==> config.mk <==
export PLATFORM = sky130hd
export DESIGN_NAME = mult_div_unit_flat
export DESIGN_NICKNAME = d
export VERILOG_FILES = /design/src/rtl/mult_div_unit_pkg.sv /design/src/rtl/mult_div_unit_if.sv /design/src/rtl/mult_div_unit.sv /design/src/flat_wrapper.sv
export SDC_FILE = /design/constraint.sdc
export NUM_CORES = 1
export LEC_CHECK = 0
export BUFFER_PORTS_ARGS = -buffer_cell sky130_fd_sc_hd__buf_4
export CAP_MARGIN = 20
export CORE_ASPECT_RATIO = 0.7
export CORE_MARGIN = 2
export CORE_UTILIZATION = 45
export CTS_BUF_LIST = sky130_fd_sc_hd__clkbuf_4 sky130_fd_sc_hd__clkbuf_8
export DETAILED_ROUTE_END_ITERATION = 10
export PLACE_DENSITY = 0.7
export SETUP_SLACK_MARGIN = 0.5
export SYNTH_ARGS = -nofsm -noshare
export SYNTH_HDL_FRONTEND = slang
export SYNTH_SLANG_ARGS = --single-unit
==> constraint.sdc <==
create_clock -name i_clk -period 7.4 [get_ports i_clk]
set_clock_uncertainty 0.1 [all_clocks]
set_input_delay 1.85 -clock i_clk [delete_from_list [all_inputs] [get_ports i_clk]]
set_output_delay 1.85 -clock i_clk [all_outputs]
set_load 0.02 [all_outputs]
==> src/rtl/mult_div_unit_pkg.sv <==
// mult_div_unit_pkg
//   Shared constants for the EX-stage multiply/divide unit:
//   operation codes, FSM state encoding and the divide-by-zero LO value.
package mult_div_unit_pkg;

    localparam logic [1:0] OP_MULT  = 2'b00;
    localparam logic [1:0] OP_MULTU = 2'b01;
    localparam logic [1:0] OP_DIV   = 2'b10;
    localparam logic [1:0] OP_DIVU  = 2'b11;

    typedef enum logic [1:0] {
        ST_IDLE = 2'b00,
        ST_CALC = 2'b01,
        ST_FIX  = 2'b10
    } state_t;

    localparam logic [31:0] DIV0_LO = 32'hFFFF_FFFF;

endpackage

==> src/rtl/mult_div_unit_if.sv <==
// mult_div_unit_if
//   Operand/control bundle between the ID/EX register and the MDU.
//   master : pipeline side (drives start/op/operands/MTHI/MTLO, reads HI/LO/status)
//   slave  : MDU side
//   Signals: i_start, i_op, i_operand_a, i_operand_b, i_mthi, i_mtlo, i_wr_data,
//            o_hi, o_lo, o_busy, o_done, o_div_by_zero
interface mult_div_unit_if #(
    parameter int NB_DATA = 32,
    parameter int NB_OP   = 2
);
    logic               i_start;
    logic [NB_OP-1:0]   i_op;
    logic [NB_DATA-1:0] i_operand_a;
    logic [NB_DATA-1:0] i_operand_b;
    logic               i_mthi;
    logic               i_mtlo;
    logic [NB_DATA-1:0] i_wr_data;
    logic [NB_DATA-1:0] o_hi;
    logic [NB_DATA-1:0] o_lo;
    logic               o_busy;
    logic               o_done;
    logic               o_div_by_zero;

    modport master (
        output i_start, i_op, i_operand_a, i_operand_b, i_mthi, i_mtlo, i_wr_data,
        input  o_hi, o_lo, o_busy, o_done, o_div_by_zero
    );

    modport slave (
        input  i_start, i_op, i_operand_a, i_operand_b, i_mthi, i_mtlo, i_wr_data,
        output o_hi, o_lo, o_busy, o_done, o_div_by_zero
    );
endinterface

==> src/rtl/mult_div_unit.sv <==
// mult_div_unit
//   Iterative MULT/MULTU/DIV/DIVU unit holding the architectural HI/LO registers.
//   One iteration per clock over a shared 64-bit working register, followed by a
//   sign-fix cycle that writes HI/LO.
//   Ports:
//     i_clk, i_rst : clock, asynchronous active-high reset
//     bus (slave)  : start/op/operands, MTHI/MTLO write, HI/LO, busy/done/div-by-zero
//
//   state   | meaning
//   --------+-----------------------------------------------------------
//   ST_IDLE | waiting for start; MTHI/MTLO writes accepted
//   ST_CALC | 32 shift-add / restoring-divide iterations (count 31..0)
//   ST_FIX  | apply sign correction, write HI/LO, pulse done
module mult_div_unit
    import mult_div_unit_pkg::*;
#(
    parameter int NB_DATA = 32,
    parameter int NB_OP   = 2,
    parameter int NB_CNT  = 5
) (
    input  logic             i_clk,
    input  logic             i_rst,
    mult_div_unit_if.slave   bus
);
    localparam int NB_ACC = 2 * NB_DATA;

    state_t             state, state_nxt;
    logic [NB_CNT-1:0]  cnt;
    logic [NB_OP-1:0]   op_q;
    logic [NB_ACC-1:0]  acc;
    logic [NB_DATA-1:0] opnd;
    logic               res_neg, rem_neg, div0;
    logic [NB_DATA-1:0] hi_q, lo_q;
    logic               busy_q, done_q, dbz_q;

    logic               accept;
    logic               a_neg, b_neg;
    logic [NB_DATA-1:0] abs_a, abs_b;
    logic [NB_DATA-1:0] acc_hi, acc_lo;
    logic [NB_DATA:0]   mul_sum;
    logic [NB_ACC-1:0]  mul_nxt;
    logic [NB_DATA:0]   div_rem;
    logic               div_ge;
    logic [NB_DATA-1:0] div_diff;
    logic [NB_ACC-1:0]  div_nxt;
    logic [NB_ACC-1:0]  prod_fix;
    logic [NB_DATA-1:0] quo_fix, rem_fix;

    assign accept = (state == ST_IDLE) && bus.i_start;

    // i_op[0] clear selects the signed variants (MULT, DIV).
    assign a_neg = ~bus.i_op[0] & bus.i_operand_a[NB_DATA-1];
    assign b_neg = ~bus.i_op[0] & bus.i_operand_b[NB_DATA-1];
    assign abs_a = a_neg ? -bus.i_operand_a : bus.i_operand_a;
    assign abs_b = b_neg ? -bus.i_operand_b : bus.i_operand_b;

    assign acc_hi = acc[NB_ACC-1:NB_DATA];
    assign acc_lo = acc[NB_DATA-1:0];

    // Multiply: acc = {partial product, multiplier}; add multiplicand on lsb, shift right.
    assign mul_sum = {1'b0, acc_hi} + (acc_lo[0] ? {1'b0, opnd} : {(NB_DATA+1){1'b0}});
    assign mul_nxt = {mul_sum, acc_lo[NB_DATA-1:1]};

    // Divide: acc = {remainder, dividend/quotient}; shift left, trial-subtract divisor.
    // The remainder is always below the divisor, so the difference fits NB_DATA bits.
    assign div_rem  = {acc_hi, acc_lo[NB_DATA-1]};
    assign div_ge   = div_rem >= {1'b0, opnd};
    assign div_diff = div_rem[NB_DATA-1:0] - opnd;
    assign div_nxt  = {(div_ge ? div_diff : div_rem[NB_DATA-1:0]), acc_lo[NB_DATA-2:0], div_ge};

    // With a zero divisor every trial subtract succeeds, leaving |a| as the remainder;
    // the dividend-sign fix then restores the original operand a in HI.
    assign prod_fix = res_neg ? -acc : acc;
    assign quo_fix  = div0 ? DIV0_LO : (res_neg ? -acc_lo : acc_lo);
    assign rem_fix  = rem_neg ? -acc_hi : acc_hi;

    always_ff @(posedge i_clk or posedge i_rst) begin
        if (i_rst) state <= ST_IDLE;
        else       state <= state_nxt;
    end

    always_comb begin
        state_nxt = state;
        case (state)
            ST_IDLE: if (bus.i_start) state_nxt = ST_CALC;
            ST_CALC: if (cnt == '0)   state_nxt = ST_FIX;
            ST_FIX:  state_nxt = ST_IDLE;
            default: state_nxt = ST_IDLE;
        endcase
    end

    always_ff @(posedge i_clk or posedge i_rst) begin
        if (i_rst) begin
            cnt     <= '0;
            op_q    <= '0;
            acc     <= '0;
            opnd    <= '0;
            res_neg <= 1'b0;
            rem_neg <= 1'b0;
            div0    <= 1'b0;
            hi_q    <= '0;
            lo_q    <= '0;
            busy_q  <= 1'b0;
            done_q  <= 1'b0;
            dbz_q   <= 1'b0;
        end else begin
            busy_q <= (state_nxt != ST_IDLE);
            done_q <= (state == ST_FIX);
            dbz_q  <= (state == ST_FIX) && div0;
            case (state)
                ST_IDLE: begin
                    if (accept) begin
                        op_q    <= bus.i_op;
                        cnt     <= NB_CNT'(NB_DATA - 1);
                        opnd    <= bus.i_op[1] ? abs_b : abs_a;
                        acc     <= {{NB_DATA{1'b0}}, (bus.i_op[1] ? abs_a : abs_b)};
                        res_neg <= a_neg ^ b_neg;
                        rem_neg <= a_neg & bus.i_op[1];
                        div0    <= bus.i_op[1] && (bus.i_operand_b == '0);
                    end else begin
                        if (bus.i_mthi) hi_q <= bus.i_wr_data;
                        if (bus.i_mtlo) lo_q <= bus.i_wr_data;
                    end
                end
                ST_CALC: begin
                    acc <= op_q[1] ? div_nxt : mul_nxt;
                    cnt <= cnt - 1'b1;
                end
                ST_FIX: begin
                    if (op_q[1]) begin
                        hi_q <= rem_fix;
                        lo_q <= quo_fix;
                    end else begin
                        hi_q <= prod_fix[NB_ACC-1:NB_DATA];
                        lo_q <= prod_fix[NB_DATA-1:0];
                    end
                end
                default: ;
            endcase
        end
    end

    assign bus.o_hi          = hi_q;
    assign bus.o_lo          = lo_q;
    assign bus.o_busy        = busy_q;
    assign bus.o_done        = done_q;
    assign bus.o_div_by_zero = dbz_q;

endmodule

==> src/flat_wrapper.sv <==
// flat-port wrapper written by rule: the top's interface ports become plain ports
module mult_div_unit_flat import mult_div_unit_pkg::*;
#(
    parameter int NB_DATA = 32,
    parameter int NB_OP   = 2,
    parameter int NB_CNT  = 5
)
  (i_clk, i_rst, bus_i_start, bus_i_op, bus_i_operand_a, bus_i_operand_b, bus_i_mthi, bus_i_mtlo, bus_i_wr_data, bus_o_hi, bus_o_lo, bus_o_busy, bus_o_done, bus_o_div_by_zero);
  mult_div_unit_if #(.NB_DATA(NB_DATA), .NB_OP(NB_OP)) bus_i ();
  input  logic i_clk;
  input  logic i_rst;
  input wire logic [$bits(bus_i.i_start)-1:0] bus_i_start;
  input wire logic [$bits(bus_i.i_op)-1:0] bus_i_op;
  input wire logic [$bits(bus_i.i_operand_a)-1:0] bus_i_operand_a;
  input wire logic [$bits(bus_i.i_operand_b)-1:0] bus_i_operand_b;
  input wire logic [$bits(bus_i.i_mthi)-1:0] bus_i_mthi;
  input wire logic [$bits(bus_i.i_mtlo)-1:0] bus_i_mtlo;
  input wire logic [$bits(bus_i.i_wr_data)-1:0] bus_i_wr_data;
  output wire logic [$bits(bus_i.o_hi)-1:0] bus_o_hi;
  output wire logic [$bits(bus_i.o_lo)-1:0] bus_o_lo;
  output wire logic [$bits(bus_i.o_busy)-1:0] bus_o_busy;
  output wire logic [$bits(bus_i.o_done)-1:0] bus_o_done;
  output wire logic [$bits(bus_i.o_div_by_zero)-1:0] bus_o_div_by_zero;
  assign bus_i.i_start = bus_i_start;
  assign bus_i.i_op = bus_i_op;
  assign bus_i.i_operand_a = bus_i_operand_a;
  assign bus_i.i_operand_b = bus_i_operand_b;
  assign bus_i.i_mthi = bus_i_mthi;
  assign bus_i.i_mtlo = bus_i_mtlo;
  assign bus_i.i_wr_data = bus_i_wr_data;
  assign bus_o_hi = bus_i.o_hi;
  assign bus_o_lo = bus_i.o_lo;
  assign bus_o_busy = bus_i.o_busy;
  assign bus_o_done = bus_i.o_done;
  assign bus_o_div_by_zero = bus_i.o_div_by_zero;
  mult_div_unit #(.NB_DATA(NB_DATA), .NB_OP(NB_OP), .NB_CNT(NB_CNT)) u_core (.i_clk(i_clk), .i_rst(i_rst), .bus(bus_i));
endmodule
== Word level (Yosys, flattened, before mapping) ==
Cells that the tools add are included.

* Register bits after elaboration: 175
* Bits of input ports: 103
* Output and inout bits: 67
* Word-level logic and storage cells: 72

* Add/sub/neg operators: 8
* Order comparisons: 1
* Equality and inequality tests: 6
* Muxes and demuxes: 26
* Bitwise operators: 5
* Reduce and logical (&&, ||, !) cells: 13

{| class="wikitable"
|+ Operators with widths
! operator !! count
|-
| 2-to-1 mux 32 bit || 15
|-
| 2-to-1 mux 64 bit || 3
|-
| negator 32 bit || 4
|-
| one-hot mux 32 bit (2 select lines) || 2
|-
| one-hot mux 64 bit (2 select lines) || 1
|-
| negator 64 bit || 1
|-
| adder 32 x 33 -> 33 bit || 1
|-
| greater-or-equal comparator 33 x 32 -> 1 bit || 1
|-
| logical NOT 32 bit || 1
|-
| subtractor 32 bit || 1
|-
| one-hot mux 5 bit (2 select lines) || 1
|-
| != test 2 bit (second input constant) || 3
|-
| AND reduction 3 bit || 2
|-
| nonzero test 2 bit || 3
|-
| logical NOT 5 bit || 1
|-
| 2-to-1 mux 5 bit || 1
|-
| subtractor 5 x 1 -> 5 bit (second input constant) || 1
|-
| 2-to-1 mux 2 bit || 2
|-
| one-hot mux 2 bit (2 select lines) || 1
|-
| AND reduction 2 bit || 2
|-
| AND 1 bit || 3
|-
| logical AND 1 bit || 3
|-
| == test 2 x 1 -> 1 bit (second input constant) || 1
|-
| == test 2 bit (second input constant) || 1
|-
| other kinds (4) || 4
|}

== Logic depth before layout (Yosys ltp) ==
* Depth after elaboration: 6
* Depth in mapped cells: 15
* Mapped depth without buffers: 14

== Worst setup path after synthesis ==
OpenSTA, ideal clock, no wires.

* Path kind: input port to flip-flop
* From: input port bus_i_operand_a[8]
* To: register u_core.acc[29]
* Setup time: 0.065 ns
* Arrival: 4.276 ns
* Required time: 7.235 ns
* Slack: 2.959 ns
* Cell stages on the path: 9
* Buffers on the path: 0
* Path through: or4_1 > or4_1 > nor3b_1 > and3_1 > and2_1 > a21oi_1 > xnor2_1 > a211oi_1 > o22a_1

* Word-level cells in the longest chain between the ends: 5

{| class="wikitable"
|+ RTL lines
! element !! RTL line !! source
|-
| start: declaration || flat_wrapper.sv:14 || <nowiki>input wire logic [$bits(bus_i.i_operand_a)-1:0] bus_i_operand_a;</nowiki>
|-
| negator 32 bit || mult_div_unit.sv:54 || <nowiki>assign abs_a = a_neg ? -bus.i_operand_a : bus.i_operand_a;</nowiki>
|-
| 2-to-1 mux 32 bit || mult_div_unit.sv:54 ||
|-
| 2-to-1 mux 32 bit || mult_div_unit.sv:116 || <nowiki>acc <= {{NB_DATA{1'b0}}, (bus.i_op[1] ? abs_a : abs_b)};</nowiki>
|-
| 2-to-1 mux 64 bit || mult_div_unit.sv:112 || <nowiki>if (accept) begin</nowiki>
|-
| one-hot mux 64 bit (2 select lines) || mult_div_unit.sv:110 || <nowiki>case (state)</nowiki>
|-
| end signal: assignment || mult_div_unit.sv:116 ||
|-
| end signal: assignment || mult_div_unit.sv:126 || <nowiki>acc <= op_q[1] ? div_nxt : mul_nxt;</nowiki>
|-
| end: declaration || mult_div_unit.sv:30 || <nowiki>logic [NB_ACC-1:0] acc;</nowiki>
|}

No other way between the ends. The select of a mux whose other input is x is not followed.
A chain may end at the register's enable or synchronous reset.

== Worst setup path in the final report ==
* From: register u_core.acc[0]
* To: register u_core.acc[63]

* Word-level cells in the longest chain between the ends: 4

{| class="wikitable"
|+ RTL lines
! element !! RTL line !! source
|-
| 2-to-1 mux 32 bit || mult_div_unit.sv:61 || <nowiki>assign mul_sum = {1'b0, acc_hi} + (acc_lo[0] ? {1'b0, opnd} : {(NB_DATA+1){1'b0}});</nowiki>
|-
| adder 32 x 33 -> 33 bit || mult_div_unit.sv:61 ||
|-
| 2-to-1 mux 64 bit || mult_div_unit.sv:126 ||
|-
| one-hot mux 64 bit (2 select lines) || mult_div_unit.sv:110 ||
|}

No other way between the ends.

==> impl_metrics.ini <==
[outcome]
status = completed

[setup_path]
cp-start-kind = flop
worstPathCellList = inv_1 -> buf_4 -> nor2_1 -> ha_1 -> nor2b_1 -> o21ai_0 -> a211oi_1 -> and3b_1 -> nor2_1 -> a21oi_1 -> o311ai_0 -> o311ai_0 -> o311a_1 -> a21oi_1
cpLargestDelayFamily = compound AO/OA/AOI/OAI gates
crit_arrival_ns = 5.14
path_max_fanout = 31
crit_path_end_kind = flop
max_stage_delay_ns = 0.65
critical_path_buf_inv_count = 2
worstSetupPathType = flop to flop
required_ns = 7.74
cpMaxStageDelayCell = o311ai_0

[synthesis]
synthArstFlopShare_pct = 100.0
yosys-top-cells-area = dfrtp_1 29%, o21ai_0 7.2%, xnor2_1 6.6%, mux2i_1 6.0%, a21oi_1 5.9%
synth-edff-count = 0
syn_avg_cell_area_um2 = 7.807
syn_inst = 1892
yosys.cell_count.top_type = nand2_1
synth_warnings = 0
syn_nets = 2067
ys_types = 75
syn_area_mm2 = 0.01477
synth_area_leader_cell = dfrtp_1
ys_seq_area_share_pct = 29.48
synth_commonest_cells = 220 x nand2_1, 213 x o21ai_0, 182 x nor2_1
synth_top_area_share_pct = 29.48
synth_ff_type = dfrtp_1
ys_seq_elements = 174

[final_layout]
nets = 2156
fin_area_mm2 = 0.01670
nFillCells = 3117
syn2layout_area_growth_pct = 13.06
drive_gt1_share_pct = 12.69
antenna_cells = 0
final_core_util_pct = 51.63

[placed_design]
io_buffer_count = 169
pre_cts_ws_ns = 2.348
dp_hpwl_um = 39060
finalWeightedCongestion = 0.9752
placed_area_mm2 = 0.01625

[route]
route.vias.total = 14610
via_per_inst = 6.033
first_pass_iters = 5
route.detailed.drc = 0
drtIter0Drc = 1724
finalWirelength_um = 50800
postRouteAntennaNets = 0
avgRoutedWirePerCell_um = 20.98

[timing]
rsz0062_at_grt = false
fin_crit_ns = 4.805
worst_pin_slew_ns = 1.116
fmax_ghz = 0.2081
timing.hold.ws_ns = 0.3859
tns_ns = 0
maxSlewHeadroom_pct = 25.32
hold_viol_final = 0
setup_viol = 0
worst_slack_ns = 2.595
slew_violations = 0
period_share_pct = 64.93

[floorplanning]
initial_utilization_pct = 45.67
die-area_mm2 = 0.03431
dieWidth_um = 220.5
design.portCount = 170
die_h_um = 155.6
coreArea_mm2 = 0.03234
rows = 55

[clock_network]
cts_made_buffers = 17
cts_tree = yes
clock-sinks = 174
clkLatencyLatePin_ns = 0.52
cts_hold_buffers = 0
cts_buffer_depth = 2
h-tree-depth = 4
clk_pin_slew_ns = 0.10
root_buffer = clkbuf_8
post_cts_buffers = 0
cts_resized = 0

[global_route]
antenna_found_initial = 0
grt_pass1_vias = 13080
grt_max_degree = 119
grt_pass1_wl_um = 76840
overflow = 0
grt_use_total_pct = 29.29

[power_and_ir_drop]
p_per_area_mw_per_mm2 = 503.0
power.leakage_uw = 0.007289
max-vdd-ir-drop_v = 0.0003146

[flow_run]
max-cap-violations = 0

[min_path]
holdCritPathClass = flop to flop
==> layout make-up <==
type | count | area [um2] | area share [%]
timing repair buffer | 185 | 1429 | 8.556
clock buffer | 18 | 241.5 | 1.446
clock inverter | 14 | 148.9 | 0.8916
tap | 427 | 534.3 | 3.199
sequential | 174 | 4355 | 26.08
multi-input combinational | 1532 | 9719 | 58.20
inverter | 71 | 271.5 | 1.626
==> placed cells by master (no fill, tap or decap), drive strengths merged, types with 13 or more instances in the layout <==
master | Yosys | routed
clkbuf | 93 | 18
a31oi | 13 | 13
nor3 | 27 | 27
a211oi | 15 | 15
buf | 22 | 185
o22ai | 36 | 36
or4 | 13 | 13
o21ai | 215 | 215
o31ai | 22 | 22
a21o | 40 | 40
nand2 | 220 | 220
ha | 70 | 70
xor2 | 62 | 62
nor2b | 20 | 20
xnor2 | 111 | 111
inv | 70 | 77
dfrtp | 174 | 174
nand3 | 27 | 27
nor2 | 183 | 183
o211ai | 14 | 14
mux2i | 89 | 89
a21oi | 175 | 175
==> cell families after synthesis <==
kind of cell / share of synthesized area (%)
flops: 29.48
compound gates: 24.49
mux: 6.717
buf+inv: 4.896
fa+ha+maj: 6.201
simple gates: 17.96
xor+xnor: 10.26
==> sequential cells by signal (all words and copies together), names as in the netlist <==
name	flops
u_core.acc	64
u_core.div0	1
u_core.rem_neg	1
u_core.bus.o_lo	32
u_core.bus.o_hi	32
u_core.cnt	5
u_core.state	2
u_core.bus.o_done	1
u_core.bus.o_div_by_zero	1
u_core.res_neg	1
u_core.op_q	1
u_core.bus.o_busy	1
u_core.opnd	32
==> final timing paths <==
check | start | cells past startpoint | to | slack (ns)
worst min-delay path | u_core.bus.o_lo[0] | 2 | u_core.bus.o_lo[0] | 0.39
max in group asynchronous | i_rst | 4 | u_core.opnd[4] | 4.91
worst max register to register | u_core.acc[0] | 14 | u_core.acc[63] | 2.60
worst min register to register | u_core.bus.o_lo[0] | 2 | u_core.bus.o_lo[0] | 0.39
worst max-delay path | u_core.acc[0] | 14 | u_core.acc[63] | 2.60
min in group asynchronous | i_rst | 2 | u_core.bus.o_lo[11] | 1.24
==> power breakdown <==
group          total (uW)  switching, uW  internal [uW]
logic                5610           3320           2290
clock network         695            413            282
registers            2090            682           1410
==> worst min-delay path, delay by kind of cell (launching register included) <==
kind	cells	cell delay (ns)
AOI/OAI and AO/OA	1	0.06
DFF	1	0.35
and+or+nand+nor	1	0.05
==> per-stage QoR <==
step           instances  power [uW]
2_1_floorplan       1892        5909
6_report            2421        8400
5_1_grt             2421        9024
3_5_place_dp        2387        7542
4_1_cts             2419        8257
3_3_place_gp        2387        7432
==> per-layer routing <==
layer / up-vias / track usage (%) / part of all wire [%]
li1: 6909 / - / -
met1: 6972 / 44.02 / 47
met2: 676 / 40.11 / 39
met3: 50 / 9.786 / 12
met4: 0 / 6.444 / 1.8
met5: - / 0 / 0
No activity file was read; power rests on OpenSTA's default activity.
